[src/rtl/pwm_pkg.sv]
// Shared register map, bit positions and bus widths for the multi-channel Wishbone PWM.
package pwm_pkg;
    localparam int unsigned WB_AW      = 32;
    localparam int unsigned WB_DW      = 32;
    localparam int unsigned WB_SW      = 4;
    localparam int unsigned ADR_W      = 5;
    localparam int unsigned PRESCALE_W = 16;

    localparam logic [ADR_W-1:0] ADR_CTRL     = 5'd0;
    localparam logic [ADR_W-1:0] ADR_PERIOD   = 5'd1;
    localparam logic [ADR_W-1:0] ADR_PRESCALE = 5'd2;
    localparam logic [ADR_W-1:0] ADR_STATUS   = 5'd3;
    localparam logic [ADR_W-1:0] ADR_DUTY0    = 5'd4;

    localparam int unsigned CTRL_EN     = 0;
    localparam int unsigned CTRL_CENTER = 1;
    localparam int unsigned CTRL_IE     = 2;
    localparam int unsigned STATUS_PEND = 0;

    // Field order matches the CTRL bit positions above (en is bit 0).
    typedef struct packed {
        logic ie;
        logic center;
        logic en;
    } ctrl_t;
endpackage

[src/rtl/wb_pwm_mc_if.sv]
// Wishbone slave bundle for the PWM block.
interface wb_pwm_mc_if;
    import pwm_pkg::*;

    logic             wb_stb_i;
    logic             wb_cyc_i;
    logic             wb_we_i;
    logic [WB_AW-1:0] wb_adr_i;
    logic [WB_SW-1:0] wb_sel_i;
    logic [WB_DW-1:0] wb_dat_i;
    logic [WB_DW-1:0] wb_dat_o;
    logic             wb_ack_o;

    modport slave  (input  wb_stb_i, wb_cyc_i, wb_we_i, wb_adr_i, wb_sel_i, wb_dat_i,
                    output wb_dat_o, wb_ack_o);
    modport master (output wb_stb_i, wb_cyc_i, wb_we_i, wb_adr_i, wb_sel_i, wb_dat_i,
                    input  wb_dat_o, wb_ack_o);
endinterface

[src/rtl/pwm_timebase.sv]
// Prescaler plus edge/center-aligned period counter; flags each period boundary.
module pwm_timebase
    import pwm_pkg::*;
#(
    parameter int unsigned RES = 9
) (
    input  logic                  clk,
    input  logic                  rst,
    input  logic                  en,
    input  logic                  center,
    input  logic                  restart,
    input  logic [PRESCALE_W-1:0] prescale,
    input  logic [RES-1:0]        period,
    output logic [RES-1:0]        cnt,
    output logic                  boundary
);
    logic [PRESCALE_W-1:0] presc_q, presc_d;
    logic [RES-1:0]        cnt_q, cnt_d;
    logic                  down_q, down_d;

    always_comb begin
        presc_d  = presc_q;
        cnt_d    = cnt_q;
        down_d   = down_q;
        boundary = 1'b0;
        if (!en || restart) begin
            presc_d = '0;
            cnt_d   = '0;
            down_d  = 1'b0;
        end else if (presc_q >= prescale) begin
            presc_d = '0;
            if (!center) begin
                if (cnt_q >= period) begin
                    cnt_d    = '0;
                    boundary = 1'b1;
                end else begin
                    cnt_d = cnt_q + RES'(1);
                end
            end else if (!down_q && cnt_q < period) begin
                cnt_d = cnt_q + RES'(1);
            end else begin
                // Turning at the top skips a repeat of PERIOD; landing on 0 ends the period.
                cnt_d  = cnt_q - RES'(1);
                down_d = 1'b1;
                if (cnt_q <= RES'(1)) begin
                    cnt_d    = '0;
                    down_d   = 1'b0;
                    boundary = 1'b1;
                end
            end
        end else begin
            presc_d = presc_q + PRESCALE_W'(1);
        end
    end

    always_ff @(posedge clk) begin
        if (rst) begin
            presc_q <= '0;
            cnt_q   <= '0;
            down_q  <= 1'b0;
        end else begin
            presc_q <= presc_d;
            cnt_q   <= cnt_d;
            down_q  <= down_d;
        end
    end

    assign cnt = cnt_q;
endmodule

[src/rtl/wb_pwm_mc.sv]
// Multi-channel PWM with Wishbone register file and period-boundary shadowed duty/period.
module wb_pwm_mc
    import pwm_pkg::*;
#(
    parameter int unsigned CHANNELS = 4,
    parameter int unsigned RES      = 9
) (
    input  logic                clk,
    input  logic                rst,
    wb_pwm_mc_if.slave          wb,
    output logic [CHANNELS-1:0] pwm_out,
    output logic                irq
);
    logic                  ack_q, ack_d;
    logic [WB_DW-1:0]      dat_q, dat_d;
    ctrl_t                 ctrl_q, ctrl_d;
    logic [RES-1:0]        period_q, period_d, period_sh_q, period_sh_d;
    logic [PRESCALE_W-1:0] prescale_q, prescale_d;
    logic                  pend_q, pend_d;
    logic                  irq_q, irq_d;
    logic [RES-1:0]        duty_all [CHANNELS];
    logic [WB_DW-1:0]      rdata_c;
    logic [RES-1:0]        cnt;
    logic                  boundary;
    logic                  req_c, wr_c, restart_c, w1c_c, load_c;
    logic [ADR_W-1:0]      adr_c;
    logic                  unused_bits;

    assign adr_c     = wb.wb_adr_i[ADR_W+1:2];
    assign req_c     = wb.wb_stb_i & wb.wb_cyc_i & ~ack_q;
    assign wr_c      = req_c & wb.wb_we_i;
    assign restart_c = wr_c && adr_c == ADR_CTRL && wb.wb_dat_i[CTRL_CENTER] != ctrl_q.center;
    assign w1c_c     = wr_c && adr_c == ADR_STATUS && wb.wb_dat_i[STATUS_PEND];
    assign load_c    = !ctrl_q.en || boundary;

    assign unused_bits = ^{wb.wb_sel_i, wb.wb_adr_i[WB_AW-1:ADR_W+2], wb.wb_adr_i[1:0],
                           wb.wb_dat_i[WB_DW-1:PRESCALE_W]};

    pwm_timebase #(.RES(RES)) u_timebase (
        .clk      (clk),
        .rst      (rst),
        .en       (ctrl_q.en),
        .center   (ctrl_q.center),
        .restart  (restart_c),
        .prescale (prescale_q),
        .period   (period_sh_q),
        .cnt      (cnt),
        .boundary (boundary)
    );

    // Read mux: DUTY reads return the pending register, not the shadow.
    always_comb begin
        rdata_c = '0;
        case (adr_c)
            ADR_CTRL:     rdata_c = WB_DW'(ctrl_q);
            ADR_PERIOD:   rdata_c = WB_DW'(period_q);
            ADR_PRESCALE: rdata_c = WB_DW'(prescale_q);
            ADR_STATUS:   rdata_c[STATUS_PEND] = pend_q;
            default: begin
                for (int i = 0; i < int'(CHANNELS); i++) begin
                    if (adr_c == ADR_W'(ADR_DUTY0 + ADR_W'(i))) rdata_c = WB_DW'(duty_all[i]);
                end
            end
        endcase
    end

    always_comb begin
        ack_d      = req_c;
        dat_d      = dat_q;
        ctrl_d     = ctrl_q;
        period_d   = period_q;
        prescale_d = prescale_q;
        if (req_c && !wb.wb_we_i) dat_d = rdata_c;
        if (wr_c) begin
            case (adr_c)
                ADR_CTRL: begin
                    ctrl_d.en     = wb.wb_dat_i[CTRL_EN];
                    ctrl_d.center = wb.wb_dat_i[CTRL_CENTER];
                    ctrl_d.ie     = wb.wb_dat_i[CTRL_IE];
                end
                ADR_PERIOD:   period_d   = wb.wb_dat_i[RES-1:0];
                ADR_PRESCALE: prescale_d = wb.wb_dat_i[PRESCALE_W-1:0];
                default:      ;
            endcase
        end
        // A boundary wins over a coincident clear so no period end is lost.
        pend_d      = boundary | (pend_q & ~w1c_c);
        irq_d       = pend_d & ctrl_d.ie;
        period_sh_d = load_c ? period_q : period_sh_q;
    end

    always_ff @(posedge clk) begin
        if (rst) begin
            ack_q       <= 1'b0;
            dat_q       <= '0;
            ctrl_q      <= '0;
            period_q    <= '0;
            period_sh_q <= '0;
            prescale_q  <= '0;
            pend_q      <= 1'b0;
            irq_q       <= 1'b0;
        end else begin
            ack_q       <= ack_d;
            dat_q       <= dat_d;
            ctrl_q      <= ctrl_d;
            period_q    <= period_d;
            period_sh_q <= period_sh_d;
            prescale_q  <= prescale_d;
            pend_q      <= pend_d;
            irq_q       <= irq_d;
        end
    end

    for (genvar gi = 0; gi < int'(CHANNELS); gi++) begin : g_ch
        logic [RES-1:0] duty_q, duty_d, shadow_q, shadow_d;
        logic           pwm_q, pwm_d;

        always_comb begin
            duty_d = duty_q;
            if (wr_c && adr_c == ADR_W'(ADR_DUTY0 + ADR_W'(gi))) duty_d = wb.wb_dat_i[RES-1:0];
            shadow_d = load_c ? duty_q : shadow_q;
            pwm_d    = ctrl_q.en && (cnt < shadow_q);
        end

        always_ff @(posedge clk) begin
            if (rst) begin
                duty_q   <= '0;
                shadow_q <= '0;
                pwm_q    <= 1'b0;
            end else begin
                duty_q   <= duty_d;
                shadow_q <= shadow_d;
                pwm_q    <= pwm_d;
            end
        end

        assign duty_all[gi] = duty_q;
        assign pwm_out[gi]  = pwm_q;
    end

    assign wb.wb_ack_o = wb.wb_stb_i & wb.wb_cyc_i & ack_q;
    assign wb.wb_dat_o = dat_q;
    assign irq         = irq_q;
endmodule
[src/flat_wrapper.sv]
// flat-port wrapper written by rule: the top's interface ports become plain ports
module wb_pwm_mc_flat import pwm_pkg::*;
#(
    parameter int unsigned CHANNELS = 4,
    parameter int unsigned RES      = 9
)
  (clk, rst, pwm_out, irq, wb_wb_stb_i, wb_wb_cyc_i, wb_wb_we_i, wb_wb_adr_i, wb_wb_sel_i, wb_wb_dat_i, wb_wb_dat_o, wb_wb_ack_o);
  wb_pwm_mc_if wb_i ();
  input  logic clk;
  input  logic rst;
  output logic [CHANNELS-1:0] pwm_out;
  output logic irq;
  input wire logic [$bits(wb_i.wb_stb_i)-1:0] wb_wb_stb_i;
  input wire logic [$bits(wb_i.wb_cyc_i)-1:0] wb_wb_cyc_i;
  input wire logic [$bits(wb_i.wb_we_i)-1:0] wb_wb_we_i;
  input wire logic [$bits(wb_i.wb_adr_i)-1:0] wb_wb_adr_i;
  input wire logic [$bits(wb_i.wb_sel_i)-1:0] wb_wb_sel_i;
  input wire logic [$bits(wb_i.wb_dat_i)-1:0] wb_wb_dat_i;
  output wire logic [$bits(wb_i.wb_dat_o)-1:0] wb_wb_dat_o;
  output wire logic [$bits(wb_i.wb_ack_o)-1:0] wb_wb_ack_o;
  assign wb_i.wb_stb_i = wb_wb_stb_i;
  assign wb_i.wb_cyc_i = wb_wb_cyc_i;
  assign wb_i.wb_we_i = wb_wb_we_i;
  assign wb_i.wb_adr_i = wb_wb_adr_i;
  assign wb_i.wb_sel_i = wb_wb_sel_i;
  assign wb_i.wb_dat_i = wb_wb_dat_i;
  assign wb_wb_dat_o = wb_i.wb_dat_o;
  assign wb_wb_ack_o = wb_i.wb_ack_o;
  wb_pwm_mc #(.CHANNELS(CHANNELS), .RES(RES)) u_core (.clk(clk), .rst(rst), .wb(wb_i), .pwm_out(pwm_out), .irq(irq));
endmodule
[config.mk]
export PLATFORM = sky130hd
export DESIGN_NAME = wb_pwm_mc_flat
export DESIGN_NICKNAME = d
export VERILOG_FILES = /design/src/rtl/pwm_pkg.sv /design/src/rtl/wb_pwm_mc_if.sv /design/src/rtl/pwm_timebase.sv /design/src/rtl/wb_pwm_mc.sv /design/src/flat_wrapper.sv
export SDC_FILE = /design/constraint.sdc
export NUM_CORES = 1
export LEC_CHECK = 0
export CAP_MARGIN = 25
export CELL_PAD_IN_SITES_DETAIL_PLACEMENT = 0
export CELL_PAD_IN_SITES_GLOBAL_PLACEMENT = 1
export CORE_MARGIN = 5
export CORE_UTILIZATION = 38
export CTS_CLUSTER_SIZE = 10
export DETAILED_ROUTE_END_ITERATION = 8
export PLACE_DENSITY_LB_ADDON = 0.1
export SETUP_SLACK_MARGIN = 0.05
export SLEW_MARGIN = 20
export SYNTH_ARGS = -nofsm -noshare
export SYNTH_HDL_FRONTEND = slang
export SYNTH_SLANG_ARGS = --single-unit
[constraint.sdc]
create_clock -name clk -period 2.48 [get_ports clk]
set_clock_uncertainty 0.05 [all_clocks]
set_input_delay 0.372 -clock clk [delete_from_list [all_inputs] [get_ports clk]]
set_output_delay 0.372 -clock clk [all_outputs]
set_load 0.05 [all_outputs]
### Word level (Yosys, flattened, before mapping)

Index checks and enable logic that the tools add are counted.

| storage, ports and cells | value |
|---|---|
| flip-flop bits (word level) | 174 |
| input bits | 73 |
| output and inout port bits | 38 |
| word-level logic and storage cells | 99 |

| cells by class | value |
|---|---|
| add/subtract/negate cells | 3 |
| magnitude comparators | 8 |
| equal/unequal tests | 8 |
| multiplexer cells | 19 |
| bitwise gates (word level) | 10 |
| reduce and logical (&&, ||, !) cells | 26 |

Operators by type and width:

| operator | number |
|---|---|
| 31-bit case mux with 4 select lines | 1 |
| 9-bit two-way mux | 7 |
| 9-bit < comparator | 5 |
| 32-bit two-way mux | 1 |
| 5-bit by 3-bit == test with 1-bit output (second input constant) | 4 |
| 16-bit by 1-bit adder with 16-bit output (second input constant) | 1 |
| 16-bit >= comparator | 1 |
| 1-bit logical AND | 14 |
| 5-bit by 2-bit == test with 1-bit output (second input constant) | 2 |
| 9-bit by 1-bit adder with 9-bit output (second input constant) | 1 |
| 9-bit >= comparator | 1 |
| 9-bit by 1-bit less-or-equal comparator with 1-bit output (second input constant) | 1 |
| 9-bit by 1-bit subtractor with 9-bit output (second input constant) | 1 |
| 1-bit two-way mux | 7 |
| 1-bit bitwise AND | 6 |
| 3-bit two-way mux | 2 |
| 2-bit AND reduction | 3 |
| 5-bit by 1-bit == test with 1-bit output (second input constant) | 1 |
| 5-bit zero test | 1 |
| 1-bit case mux with 4 select lines | 1 |
| 1-bit zero test | 3 |
| 1-bit NOT | 3 |
| 3-bit AND reduction | 1 |
| 3-bit OR reduction | 1 |
| 4 further kinds | 5 |

### Logic depth before layout (Yosys ltp)

| depth | value |
|---|---|
| word-level depth | 9 |
| depth in mapped cells | 12 |
| mapped depth without buffers | 9 |

### Modules after synthesis

From an unflattened synthesis, not the netlist that was laid out.

| second synthesis, totals | value |
|---|---|
| cells, all modules | 977 |
| area total of the unflattened synthesis | 8121.5 um^2 |

By module, submodules not included:

| module | instances | cells an instance | area each (um^2) | sequential area each (um^2) |
|---|---|---|---|---|
| wb_pwm_mc | 1 | 704 | 6054.6 | 2642.5 |
| pwm_timebase | 1 | 273 | 2067.0 | 520.5 |

### Least setup slack after synthesis

No wires, ideal clock.

| timing | value |
|---|---|
| path type | register to register |
| start | register u_core.u_timebase.cnt_q[7] (netlist: u_core.u_timebase.cnt[7]) |
| end | register u_core.period_sh_q[1] |
| library setup time | 0.133 ns |
| arrival | 2.451 ns |
| data required time | 2.297 ns |
| slack | -0.154 ns |
| cell stages (with the launch flop) | 11 |
| path buffers | 2 |
| clock period less this slack | 2.634 ns |
| path through | dfxtp_1 > ha_1 > nand4_2 > or3_4 > o211a_2 > o21a_4 > o41a_1 > buf_2 > clkbuf_1 > nand2_1 > a21oi_2 |

| between the ends | value |
|---|---|
| cells in the longest elaborated chain, start to end | 7 |
| elaborated cells on any way between the ends | 11 |
| those cells by class | order compare: 3; mux: 6; reduce/logical: 2 |

Ends and longest elaborated chain:

| what | RTL line | text |
|---|---|---|
| from (decl) | pwm_timebase.sv:18 | `logic [RES-1:0] cnt_q, cnt_d;` |
| from (signal assigned) | pwm_timebase.sv:63 | `cnt_q <= cnt_d;` |
| 9-bit by 1-bit less-or-equal comparator with 1-bit output or 9-bit < comparator (tied branches) | pwm_timebase.sv:45, pwm_timebase.sv:39 |  |
| 1-bit two-way mux or 1-bit logical AND (tied branches) | pwm_timebase.sv:45, pwm_timebase.sv:39 |  |
| 1-bit two-way mux | pwm_timebase.sv:39 | `end else if (!down_q && cnt_q < period) begin` |
| 1-bit two-way mux (*) | pwm_timebase.sv:32 | `if (!center) begin` |
| 1-bit two-way mux (*) | pwm_timebase.sv:30 | `end else if (presc_q >= prescale) begin` |
| 1-bit two-way mux (*) | pwm_timebase.sv:26 | `if (!en \|\| restart) begin` |
| 1-bit logical OR (*) | wb_pwm_mc.sv:34 | `assign load_c = !ctrl_q.en \|\| boundary;` |
| to (signal assigned) | wb_pwm_mc.sv:107 | `period_sh_q <= period_sh_d;` |
| to (decl) | wb_pwm_mc.sv:17 | `logic [RES-1:0] period_q, period_d, period_sh_q, period_sh_d;` |

Every way passes the cells marked *; elsewhere a longest branch is shown, timed or not.
A chain may end at the register's enable or synchronous reset.

### Worst setup path after layout

| timing | value |
|---|---|
| start | register u_core.period_sh_q[8] |
| end | register u_core.g_ch[3].shadow_q[5] |

| between the ends | value |
|---|---|
| cells in the longest elaborated chain, start to end | 7 |
| elaborated cells on any way between the ends | 9 |
| those cells by class | order compare: 2; mux: 5; reduce/logical: 2 |

Ends and longest elaborated chain:

| what | RTL line | text |
|---|---|---|
| 9-bit < comparator | pwm_timebase.sv:39 |  |
| 1-bit logical AND | pwm_timebase.sv:39 |  |
| 1-bit two-way mux | pwm_timebase.sv:39 |  |
| 1-bit two-way mux (*) | pwm_timebase.sv:32 |  |
| 1-bit two-way mux (*) | pwm_timebase.sv:30 |  |
| 1-bit two-way mux (*) | pwm_timebase.sv:26 |  |
| 1-bit logical OR (*) | wb_pwm_mc.sv:34 |  |
| to (signal assigned) | wb_pwm_mc.sv:132 | `shadow_q <= shadow_d;` |
| to (decl) | wb_pwm_mc.sv:115 | `logic [RES-1:0] duty_q, duty_d, shadow_q, shadow_d;` |

Marked as above.

==> out/metrics.cfg <==
[timing]
fmax_mhz=385
finalSetupViolCount=46
hold_viol_final=0
finalMaxSlewViolations=0
finalCritPeriodShare_pct=105
slew_headroom_pct=53.6
period_minus_slack_ns=2.60
tightest_slew_ns=0.696
fin_ws_ns=-0.118
rsz0062_at_grt=true

[clocking]
cts_root_buffer=clkbuf_16
clock_latency_ns=0.43
cts_max_level=4
ctsHoldBuffers=0
cts.path.max_buffers=2
cts_buffers=17
cts_sinks=158
cts_tree=built
path_clk_slew_ns=0.06

[worst_setup_path]
endpoint=u_core.g_ch[3].shadow_q[5]
path_max_fanout=6
critPathArrivalTime_ns=2.84
r2r_end=u_core.g_ch[3].shadow_q[5]
crit_path_start=u_core.period_sh_q[8]
crit_required_ns=2.72
r2r-start=u_core.period_sh_q[8]
start_kind=flop
r2r_setup_slack_ns=-0.12
worstSetupPathType=flop to flop
ff2ff_path_depth=12
critPathCaptureType=flop

[yosys]
ys_ff_latch=158
ys_seq_area_share_pct=38.9
ys_warn_count=0
async_flop_share_pct=0
synthFlopType=dfxtp_1
synth.avg_cell_area_um2=8.49
synth_area_um2=8140
syn_inst=958
synth-edff-count=0
yosys.cell_types.count=60

[drt]
drc=0
firstDrtPassIters=5
wl_per_cell_um=17.8
initialDrtViolationCount=295
drt_wl_total_um=24600
drt-vias-per-instance=5.06
ant_nets=0
vias=6966

[pwr]
ir_drop_mv=0.467
p_leak_nw=4.21
total_power_w=0.00527
power_density_nw_per_um2=480

[layout]
drive_above_1_share_pct=27.1
antenna_cells=0
postLayoutCellArea_um2=11000
area_delta_synth_final_pct=34.7
final_common_cell=dfxtp_1
nFillCells=2028
final_cells=1378
layout_common_cells=136 x dfxtp_1, 104 x nor2_1, 94 x nand2_1, 93 x buf_4
fin_nets=1225

[floorplanning]
die_y_um=156
initial_utilization_pct=38.7
die_area_um2=24400
pin_count=111
coreArea_um2=21000
rows=53
die_w_um=156

[run]
maxCapViolCount=0

[place]
place_congestion=0.793
dp_hpwl_um=16400
place_area_um2=9480
pre_cts_ws_ns=-0.278
placed_cells=1316
io_buffers=47

[global_routing]
grt_util_all_layers_pct=19.5
grt_pass1_wl_um=37100
grt.overflow.total=0
grt_pass1_vias=6632
antenna_found_initial=0
grt_max_degree=129

[hold_path]
hold_class=flop to flop

[outcome]
failed_checks=setup timing
status=complete, but fails checks

-- synthesized netlist by cell type, types with 6 or more instances --
library cell  instances  area (µm²)
dfxtp_1             158        3160
nand2_1             154         578
nor2_1              105         394
a21oi_1              72         360
inv_1                62         233
ha_1                 61         763
mux2i_1              52         521
clkbuf_1             39         146
o21ai_0              22         110
buf_4                20         150
nand3_1              16        80.1
a21o_1               15         113
nor3_1               14        70.1
and3_1               12        75.1
xor2_1               11        96.3
mux4_2               10         225
a221oi_1              9        78.8
nand2b_1              9        56.3
a211oi_1              8        60.1
a22oi_1               7        52.6
buf_2                 7        35.0
nand4_1               7        43.8
xnor2_1               7        61.3
nor4_1                6        37.5
-- routing by layer --
| layer | track usage (%) | vias up | part of all wire, % |
|---|---|---|---|
| li1 | - | 3539 | - |
| met1 | 27.4 | 3313 | 48 |
| met2 | 31.5 | 94 | 48 |
| met3 | 3.46 | 20 | 3.0 |
| met4 | 4.59 | 0 | 1.2 |
| met5 | 0 | - | 0 |
-- state kept, by name, summed over array words and instances (netlist names) --
register                   flops
u_core.g_ch.duty_q            36
u_core.g_ch.shadow_q          36
u_core.prescale_q             16
u_core.u_timebase.presc_q     16
u_core.wb.wb_dat_o            16
u_core.period_q                9
u_core.period_sh_q             9
u_core.u_timebase.cnt          9
u_core.g_ch.pwm_q              4
u_core.ctrl_q                  3
u_core.ack_q                   1
u_core.irq                     1
u_core.pend_q                  1
u_core.u_timebase.down_q       1
-- worst max-delay path, stage by stage, from the launching register on --
cell	delay (ns)
dfxtp_2	0.33
inv_2	0.05
ha_4	0.27
nand4_4	0.10
or3_4	0.38
o211a_4	0.15
o21a_4	0.21
buf_6	0.11
o41a_1	0.35
buf_6	0.18
clkbuf_16	0.17
nand2_2	0.07
a21oi_2	0.04
-- power breakdown --
part	total [W]	leakage [nW]	internal, W	switching (W)
logic	0.000312	2.67	0.000109	0.000203
registers	0.00255	1.29	0.00255	0.00000631
clock network	0.00240	0.257	0.00133	0.00108
total	0.00527	4.21	0.00398	0.00128
-- final cells by class --
| class | instances | area (µm²) | share of cell area [%] |
|---|---|---|---|
| Inverter | 62 | 233 | 2.12 |
| Clock buffer | 22 | 464 | 4.23 |
| Tap cell | 275 | 344 | 3.14 |
| Clock inverter | 9 | 61.3 | 0.559 |
| Timing Repair Buffer | 171 | 1770 | 16.1 |
| Sequential cell | 158 | 3200 | 29.1 |
| Multi-Input combinational cell | 681 | 4900 | 44.7 |
-- through the flow --
step | hold slack, ns | TNS [ns] | utilization (%)
after floorplan | 0.382 | -2.91 | -
after global placement | 0.391 | -19.98 | 45.1
after detailed placement | 0.394 | -16.54 | 45.1
after CTS | 0.403 | -2.50 | 49.4
after global routing | 0.417 | -8.81 | 52.2
final | 0.405 | -4.37 | 52.2
-- cell families (layout without fill, tap and decap cells) --
group | after synthesis | in the layout | share of synthesized area [%]
muxes | 62 | 62 | 9.17
DFF | 158 | 158 | 38.9
AOI/OAI and AO/OA | 177 | 177 | 14.4
other | 1 | 16 | 0.0461
xor gates and xnor gates | 18 | 18 | 1.94
and+or+nand+nor | 347 | 347 | 18.7
buffers and inverters | 134 | 264 | 7.58
adders and majority gates | 61 | 61 | 9.38
-- what timing repair did --
action | in CTS | in global routing
hold endpoints to repair | 0 | 0
endpoints found under the setup margin | 56 | 55
gates cloned | 5 | 7
resized for setup | 63 | 93
buffers inserted | 8 | 12
pin swaps | 15 | 29
-- worst min-delay path by stage --
stage	start	endpoint	slack, ns	cells after the start
floorplan	u_core.g_ch[0].shadow_q[1]	u_core.g_ch[0].shadow_q[1]	0.38	2
global placement	u_core.g_ch[2].shadow_q[2]	u_core.g_ch[2].shadow_q[2]	0.39	2
detailed placement	u_core.g_ch[1].shadow_q[1]	u_core.g_ch[1].shadow_q[1]	0.39	2
CTS	u_core.g_ch[2].shadow_q[3]	u_core.g_ch[2].shadow_q[3]	0.40	2
global route	u_core.g_ch[2].shadow_q[7]	u_core.g_ch[2].shadow_q[7]	0.42	2
finish	u_core.g_ch[2].shadow_q[3]	u_core.g_ch[2].shadow_q[3]	0.41	2
Note: power is estimated with default switching activity, not from simulation.
